$ cat config.mk
export PLATFORM = sky130hd
export DESIGN_NAME = code_mult2
export DESIGN_NICKNAME = d
export VERILOG_FILES = /design/src/rtl/code_mult2_pkg.sv /design/src/rtl/code_mult2_full_adder.sv /design/src/rtl/code_mult2.sv
export SDC_FILE = /design/constraint.sdc
export NUM_CORES = 1
export LEC_CHECK = 0
export BUFFER_PORTS_ARGS = -buffer_cell sky130_fd_sc_hd__buf_2
export CAP_MARGIN = 10
export CELL_PAD_IN_SITES_DETAIL_PLACEMENT = 0
export CELL_PAD_IN_SITES_GLOBAL_PLACEMENT = 2
export CORE_AREA = 10 10 47 49
export DETAILED_ROUTE_END_ITERATION = 7
export DIE_AREA = 0 0 57 59
export PLACE_DENSITY = 0.74
export SLEW_MARGIN = 20
export SYNTH_ARGS = -nofsm -noshare
export SYNTH_HDL_FRONTEND = slang
export SYNTH_HIERARCHICAL = 1
export SYNTH_SLANG_ARGS = --single-unit
$ cat constraint.sdc
create_clock -name clk -period 1.9 [get_ports clk]
set_input_delay 0.19 -clock clk [delete_from_list [all_inputs] [get_ports clk]]
set_output_delay 0.19 -clock clk [all_outputs]
set_load 0.03 [all_outputs]
$ cat src/rtl/code_mult2_pkg.sv
// Shared constants for the code_mult2 array multiplier.
package code_mult2_pkg;
    localparam int unsigned CM2_DEF_WIDTH = 2;
    localparam int unsigned CM2_MIN_WIDTH = 2;
    localparam int unsigned CM2_MAX_WIDTH = 8;
endpackage

$ cat src/rtl/code_mult2_full_adder.sv
// One-bit full adder cell; tie cin to 0 to use it as a half adder.
module code_mult2_full_adder (
    input  logic a,
    input  logic b,
    input  logic cin,
    output logic s,
    output logic cout
);
    assign s    = a ^ b ^ cin;
    assign cout = (a & b) | (cin & (a ^ b));
endmodule

$ cat src/rtl/code_mult2.sv
// Unsigned WIDTH x WIDTH array multiplier (AND array + ripple adder rows)
// with a one-stage registered copy of the product and a valid flag.
module code_mult2
    import code_mult2_pkg::*;
#(
    parameter int unsigned WIDTH = CM2_DEF_WIDTH
) (
    input  logic               clk,
    input  logic               rst_n,
    input  logic [WIDTH-1:0]   a,
    input  logic [WIDTH-1:0]   b,
    input  logic               in_valid,
    output logic [2*WIDTH-1:0] product,
    output logic [2*WIDTH-1:0] product_q,
    output logic               out_valid
);
    logic [WIDTH-1:0][WIDTH-1:0] pp;   // pp[i][j] = a[j] & b[i]
    logic [WIDTH-1:0][WIDTH-1:0] up;   // running upper bits after each row
    logic [WIDTH-1:1][WIDTH-1:0] sm;
    logic [WIDTH-1:1][WIDTH:0]   cy;

    for (genvar i = 0; i < WIDTH; i++) begin : g_pp_row
        for (genvar j = 0; j < WIDTH; j++) begin : g_pp_col
            assign pp[i][j] = a[j] & b[i];
        end
    end

    // Row 0: bit 0 is final; the rest becomes the upper operand of row 1.
    assign product[0] = pp[0][0];
    assign up[0]      = {1'b0, pp[0][WIDTH-1:1]};

    // Each row adds pp[i] to the upper bits so far; its LSB retires as product[i].
    for (genvar i = 1; i < WIDTH; i++) begin : g_row
        assign cy[i][0] = 1'b0;
        for (genvar j = 0; j < WIDTH; j++) begin : g_col
            code_mult2_full_adder u_fa (
                .a    (pp[i][j]),
                .b    (up[i-1][j]),
                .cin  (cy[i][j]),
                .s    (sm[i][j]),
                .cout (cy[i][j+1])
            );
        end
        assign product[i] = sm[i][0];
        assign up[i]      = {cy[i][WIDTH], sm[i][WIDTH-1:1]};
    end

    assign product[2*WIDTH-1:WIDTH] = up[WIDTH-1];

    logic [2*WIDTH-1:0] prod_q, prod_d;
    logic               vld_q, vld_d;

    always_comb begin
        prod_d = prod_q;
        vld_d  = in_valid;
        if (in_valid) prod_d = product;
    end

    always_ff @(posedge clk or negedge rst_n) begin
        if (!rst_n) begin
            prod_q <= '0;
            vld_q  <= 1'b0;
        end else begin
            prod_q <= prod_d;
            vld_q  <= vld_d;
        end
    end

    assign product_q = prod_q;
    assign out_valid = vld_q;
endmodule

==> impl_metrics.py, run 1 <==
metrics = {
    "outcome": {
        "status": "finished clean",
    },
    "clocking": {
        "h-tree-depth": 1,
        "clock_latency_ps": 240,
        "clockRootBuffer": "clkbuf_4",
        "cts_sinks": 5,
        "numCtsBuffers": 3,
        "clockBufferDepth": 2,
        "cts.clk_slew.worst_paths_ps": 40,
        "cts_tree": "yes",
    },
    "floorplanning": {
        "io_pins": 16,
        "die_width_um": 57,
        "core_sq_um": 1400,
        "fp.dieArea_sq_um": 3360,
        "initial_utilization_pct": 18.7,
        "placementRows": 14,
        "die_y_um": 59,
    },
    "detailed_routing": {
        "vias_per_cell": 3.51,
        "num_vias": 186,
        "dr.pass1.iters": 4,
        "wl_um": 649,
        "dr.first_iter.drc_count": 2,
        "wl_per_cell_um": 12.2,
        "final_antenna_net_count": 0,
        "drc": 0,
    },
    "power_and_ir_drop": {
        "p_per_area_nw_per_um2": 966,
        "power_leakage_nw": 0.200,
        "vdd_drop_max_mv": 0.597,
    },
    "timing": {
        "post-route-min-period_ps": 1810,
        "finalClockSkew_ps": 0,
        "setup_viol": 0,
        "hold_viol": 0,
        "fin_crit_sh_pct": 95.5,
        "setup-tns-final_ps": 0,
        "rsz0062_at_grt": "false",
        "maxSlewViolCount": 0,
        "clock.fmax_ghz": 0.551,
    },
    "synthesis": {
        "synth_common_cells": "5 x dfrtp_1, 3 x mux2_2, 2 x and2_1, 2 x buf_4, 2 x fa_1",
        "synthCells": 18,
        "ys.flop_type": "dfrtp_1",
        "avgSynthCellArea_sq_um": 14.5,
        "synth.distinct_cells": 9,
        "synth_edf_count": 0,
        "yosysWarnings": 6,
        "synth_most_common_cell": "dfrtp_1",
        "synth_area_leaders": "dfrtp_1 48%, fa_1 15%, mux2_2 13%",
        "synth_area_sq_um": 262,
        "synth.top_cell.area_share_pct": 47.8,
        "ys_ff_latch": 5,
        "async_flop_share_pct": 100,
        "synth_top_area_cell": "dfrtp_1",
        "ys_seq_area_share_pct": 47.8,
    },
    "place": {
        "gp_congestion": 0.698,
        "place.port_buffers": 15,
        "place_area_sq_um": 345,
    },
    "layout": {
        "stdcell_area_sq_um": 382,
        "final_nets": 47,
        "multi_input_area_sq_um": 125,
        "fillerInstances": 164,
        "num_antenna_cells": 0,
        "syn_to_final_growth_pct": 45.9,
        "layout-drive-gt1-share_pct": 64.9,
        "final-seq-area_sq_um": 125,
    },
    "worst_setup_path": {
        "r2r_slack_ps": 1160,
        "r2r_cells": 1,
        "start_kind": "primary input",
        "cp_data_arrival_time_ps": 1620,
        "worst-path-max-fanout": 2,
        "critical_path_class": "primary input to output port",
        "worst_ep_required_time_ps": 1710,
        "crit_slowest_cell": "fa_1",
        "cp-end-kind": "output port",
        "r2r-end": "product_q[1]$_DFFE_PN0P_",
        "max_stage_delay_ps": 510,
        "path_cells": "buf_2 > and2_2 > fa_1 > fa_1 > buf_2",
        "reg2reg_from": "product_q[1]$_DFFE_PN0P_",
    },
    "global_route": {
        "antenna_found_initial": 0,
        "overflow": 0,
        "grt_max_degree": 6,
        "grt_pass1_wl_mm": 1.06,
        "grt_pass1_vias": 234,
        "grt.total_usage_pct": 4.07,
    },
    "flow_run": {
        "maxCapViolCount": 0,
    },
    "hold_path": {
        "hp-start": "in_valid",
        "min_path_cells": 1,
        "hold_class": "primary input to flop",
        "hold-path-endpoint": "out_valid$_DFF_PN0_",
    },
}
## flip-flops by register name, summed over array words and instances, names as in the netlist
signal and count:
out_valid 1, product_q 4
## cell type report
| cell class | count | share of cell area (%) |
|---|---|---|
| repair buffers | 16 | 22.3 |
| well taps | 16 | 5.25 |
| flip-flops and latches | 5 | 32.8 |
| multi-input cells | 12 | 32.8 |
| clock buffers | 4 | 6.89 |
## metrics by stage
step                      hold slack, ps  total power [mW]  worst slack (ps)  std cells  utilization, %
after floorplan                     -106             0.215              69.3         19               -
after global placement              6.89             0.250              58.8         48            24.6
after detailed placement            8.72             0.251              64.1         48            24.6
after CTS                            142             0.375              65.6         53            27.2
after global routing                 138             0.396              20.8         53            27.2
final                                147             0.369              85.5         53            27.2
## cell families after synthesis
family | Yosys count | synth area share (%)
simple gates | 4 | 11.0
buf+inv | 2 | 5.74
other cells | 1 | 1.43
mux | 4 | 18.7
fa+ha+maj | 2 | 15.3
flops | 5 | 47.8
## where the power goes
| part | switching [mW] | total (mW) | internal [mW] |
|---|---|---|---|
| logic | 0.0782 | 0.120 | 0.0418 |
| registers | 0.00599 | 0.127 | 0.121 |
| clock network | 0.0421 | 0.121 | 0.0793 |
| total | 0.126 | 0.369 | 0.242 |
## per-layer routing
layer | track usage, % | wire length [um] | vias to the layer above
met3 | 2.58 | 17 | 0
met4 | 1.01 | 0 | 0
met1 | 3.21 | 219 | 92
met2 | 8.06 | 412 | 3
met5 | 0 | 0 | -
li1 | - | - | 91
## critical path: cells and delay by family
family,cells,cell delay (ps)
adders and majority gates,2,940
buffers and inverters,2,310
and+or+nand+nor,1,190
## what timing repair did
item | CTS | global route
endpoints found under the hold margin | 5 | 0
setup buffers | 0 | 0
hold buffers | 1 | 0
gates resized for setup | 0 | 0
## how the worst max path moves through the flow
stage | from | to | depth (start not counted)
5_1_grt | b[1] | product[2] | 5
6_report | b[1] | product[2] | 5
2_1_floorplan | b[1] | product_q[2]$_DFFE_PN0P_ | 4
3_3_place_gp | b[1] | product[2] | 5
3_5_place_dp | b[1] | product[2] | 5
4_1_cts | b[1] | product[2] | 5
## cells in the final DEF, fill, tap and decap left out, drive strengths merged
cell type | Yosys | layout
buf | 2 | 15
dfrtp | 5 | 5
mux2 | 4 | 4
clkbuf | 0 | 4
and2 | 4 | 4
fa | 2 | 2
conb | 1 | 2
dlygate4sd3 | 0 | 1
Power figures use the tool's default switching activity.
==> run 2: changes to the inputs <==
--- a/config.mk
+++ b/config.mk
@@ -5,14 +5,16 @@
 export SDC_FILE = /design/constraint.sdc
 export NUM_CORES = 1
 export LEC_CHECK = 0
+export ABC_AREA = 1
 export BUFFER_PORTS_ARGS = -buffer_cell sky130_fd_sc_hd__buf_2
 export CAP_MARGIN = 10
 export CELL_PAD_IN_SITES_DETAIL_PLACEMENT = 0
 export CELL_PAD_IN_SITES_GLOBAL_PLACEMENT = 2
-export CORE_AREA = 10 10 47 49
+export CORE_AREA = 10 10 49 51
 export DETAILED_ROUTE_END_ITERATION = 7
-export DIE_AREA = 0 0 57 59
-export PLACE_DENSITY = 0.74
+export DIE_AREA = 0 0 59 61
+export HOLD_SLACK_MARGIN = 0.05
+export PLACE_DENSITY = 0.76
 export SLEW_MARGIN = 20
 export SYNTH_ARGS = -nofsm -noshare
 export SYNTH_HDL_FRONTEND = slang
==> impl_metrics.py, run 2 <==
metrics = {
    "outcome": {
        "status": "finished clean",
    },
    "timing": {
        "maxSlewViolCount": 0,
        "post-route-min-period_ps": 1730,
        "finalClockSkew_ps": 0,
        "hold_viol": 0,
        "fin_crit_sh_pct": 91.2,
        "setup-tns-final_ps": 0,
        "hold_slack_ps": 156,
        "rsz0062_at_grt": "false",
        "setup_viol": 0,
        "clock.fmax_ghz": 0.577,
    },
    "worst_setup_path": {
        "reg2reg_from": "product_q[1]$_DFFE_PN0P_",
        "crit_family": "adder cells",
        "start_kind": "primary input",
        "max_stage_delay_ps": 510,
        "path_depth": 6,
        "worst_ep_required_time_ps": 1710,
        "path_cells": "buf_2 > nand2_1 > inv_1 > fa_1 > fa_1 > buf_2",
        "crit_slowest_cell": "fa_1",
        "crit_path_start": "a[0]",
        "worst-path-max-fanout": 3,
        "crit_path_end": "product[2]",
        "critical_path_class": "primary input to output port",
        "path_buf_inv": 3,
        "cp_data_arrival_time_ps": 1540,
        "r2r_cells": 2,
        "r2r-end": "product_q[1]$_DFFE_PN0P_",
        "cp-end-kind": "output port",
        "r2r_slack_ps": 1310,
    },
    "clocking": {
        "cts_tree": "yes",
        "numCtsBuffers": 3,
        "cts.clk_slew.worst_paths_ps": 40,
        "clockRootBuffer": "clkbuf_4",
        "h-tree-depth": 1,
        "cts_sinks": 5,
        "clock_latency_ps": 240,
        "clockBufferDepth": 2,
    },
    "layout": {
        "layout-drive-gt1-share_pct": 38.0,
        "largest_reg_flops": 4,
        "fin_util_pct": 26.1,
        "num_antenna_cells": 0,
        "final_nets": 60,
        "syn_to_final_growth_pct": 45.5,
        "stdcell_count": 66,
        "final_cell_mix": "15 x nand2_1, 15 x buf_2, 5 x dfrtp_1",
    },
    "global_route": {
        "overflow": 0,
        "antenna_found_initial": 0,
        "grt_pass1_vias": 290,
        "grt_max_degree": 7,
        "grt_pass1_wl_mm": 1.29,
        "grt.total_usage_pct": 4.88,
    },
    "detailed_routing": {
        "wl_um": 716,
        "dr.first_iter.drc_count": 2,
        "dr.pass1.iters": 2,
        "drc": 0,
        "wl_per_cell_um": 10.8,
        "vias_per_cell": 3.68,
        "num_vias": 243,
        "final_antenna_net_count": 0,
    },
    "power_and_ir_drop": {
        "seq_power_share_pct": 35.1,
        "p_sw_mw": 0.122,
        "p_int_mw": 0.229,
        "clockPowerShare_pct": 34.2,
        "share_comb_of_total_power_pct": 30.7,
        "power.total_mw": 0.352,
        "power_leakage_nw": 0.246,
        "p_per_area_nw_per_um2": 915,
        "vdd_drop_max_mv": 0.125,
        "switching_share_pct": 34.7,
    },
    "floorplanning": {
        "die_width_um": 59,
        "initial_utilization_pct": 17.9,
        "io_pins": 16,
        "placementRows": 14,
        "fp.dieArea_sq_um": 3600,
        "core_sq_um": 1470,
        "die_y_um": 61,
    },
    "synthesis": {
        "avgSynthCellArea_sq_um": 8.52,
        "synth.distinct_cells": 8,
        "synth_most_common_cell": "nand2_1",
        "synth_common_cells": "15 x nand2_1, 5 x dfrtp_1, 4 x inv_1",
        "synth_area_leaders": "dfrtp_1 47%, nand2_1 21%, fa_1 15%",
        "async_flop_share_pct": 100,
        "synthCells": 31,
        "synth_top_area_cell": "dfrtp_1",
        "synth.top_cell.area_share_pct": 47.4,
        "synth_edf_count": 0,
        "ys_ff_latch": 5,
        "ys_seq_area_share_pct": 47.4,
        "ys.flop_type": "dfrtp_1",
        "yosysWarnings": 6,
        "synth_area_sq_um": 264,
    },
    "place": {
        "placed_cells": 61,
        "dp_hpwl_um": 626,
        "place.port_buffers": 15,
        "gp_congestion": 0.713,
    },
    "flow_run": {
        "maxCapViolCount": 0,
    },
    "hold_path": {
        "hold_class": "primary input to flop",
    },
}
==> run 2: what timing repair did <==
item | 4_1_cts | 5_1_grt
endpoints found under the hold margin | 5 | 0
buffers inserted | 0 | 0
hold buffers | 1 | 0
gates resized for setup | 0 | 0
==> run 2: cells by family after synthesis <==
| logic type | synth area share [%] |
|---|---|
| and+or+nand+nor | 23.2 |
| buffers and inverters | 12.8 |
| DFF | 47.4 |
| adders and majority gates | 15.2 |
| other | 1.42 |
==> run 2: metal layers <==
metal | global-route usage [%] | vias up | routed length [um]
met2 | 7.06 | 11 | 328
met1 | 4.32 | 109 | 283
met3 | 4.18 | 0 | 104
met4 | 3.93 | 0 | 0
li1 | - | 123 | -
met5 | 0 | - | 0
==> run 2: cell type report <==
type | instances | area [sq um]
clock buffer | 4 | 26.3
fill | 187 | 1090
inverter | 5 | 18.8
multi-input combinational | 20 | 109
sequential | 5 | 125
tap | 16 | 20.0
timing repair buffer | 16 | 85.1
==> run 2: through the flow <==
step	instance area (sq um)	setup slack, ps
after floorplan	268	298
after global placement	348	156
after detailed placement	348	149
after CTS	384	148
after global routing	384	87.5
final	384	167
==> run 2: how the worst min path moves through the flow <==
stage	depth (start not counted)	from	slack [ps]	end
final	1	in_valid	160	out_valid$_DFF_PN0_
after global routing	1	in_valid	140	out_valid$_DFF_PN0_
after CTS	1	in_valid	150	out_valid$_DFF_PN0_
after detailed placement	1	rst_n	9	product_q[3]$_DFFE_PN0P_
after global placement	1	rst_n	6	out_valid$_DFF_PN0_
after floorplan	0	rst_n	-110	out_valid$_DFF_PN0_
==> run 2: power by group through the flow <==
stage | logic (mW) | registers [mW] | clock network, mW
final | 0.108 | 0.123 | 0.120
after global placement | 0.108 | 0.124 | 0
after detailed placement | 0.109 | 0.125 | 0
after floorplan | 0.0522 | 0.150 | 0
after global routing | 0.119 | 0.126 | 0.137
after CTS | 0.111 | 0.124 | 0.125
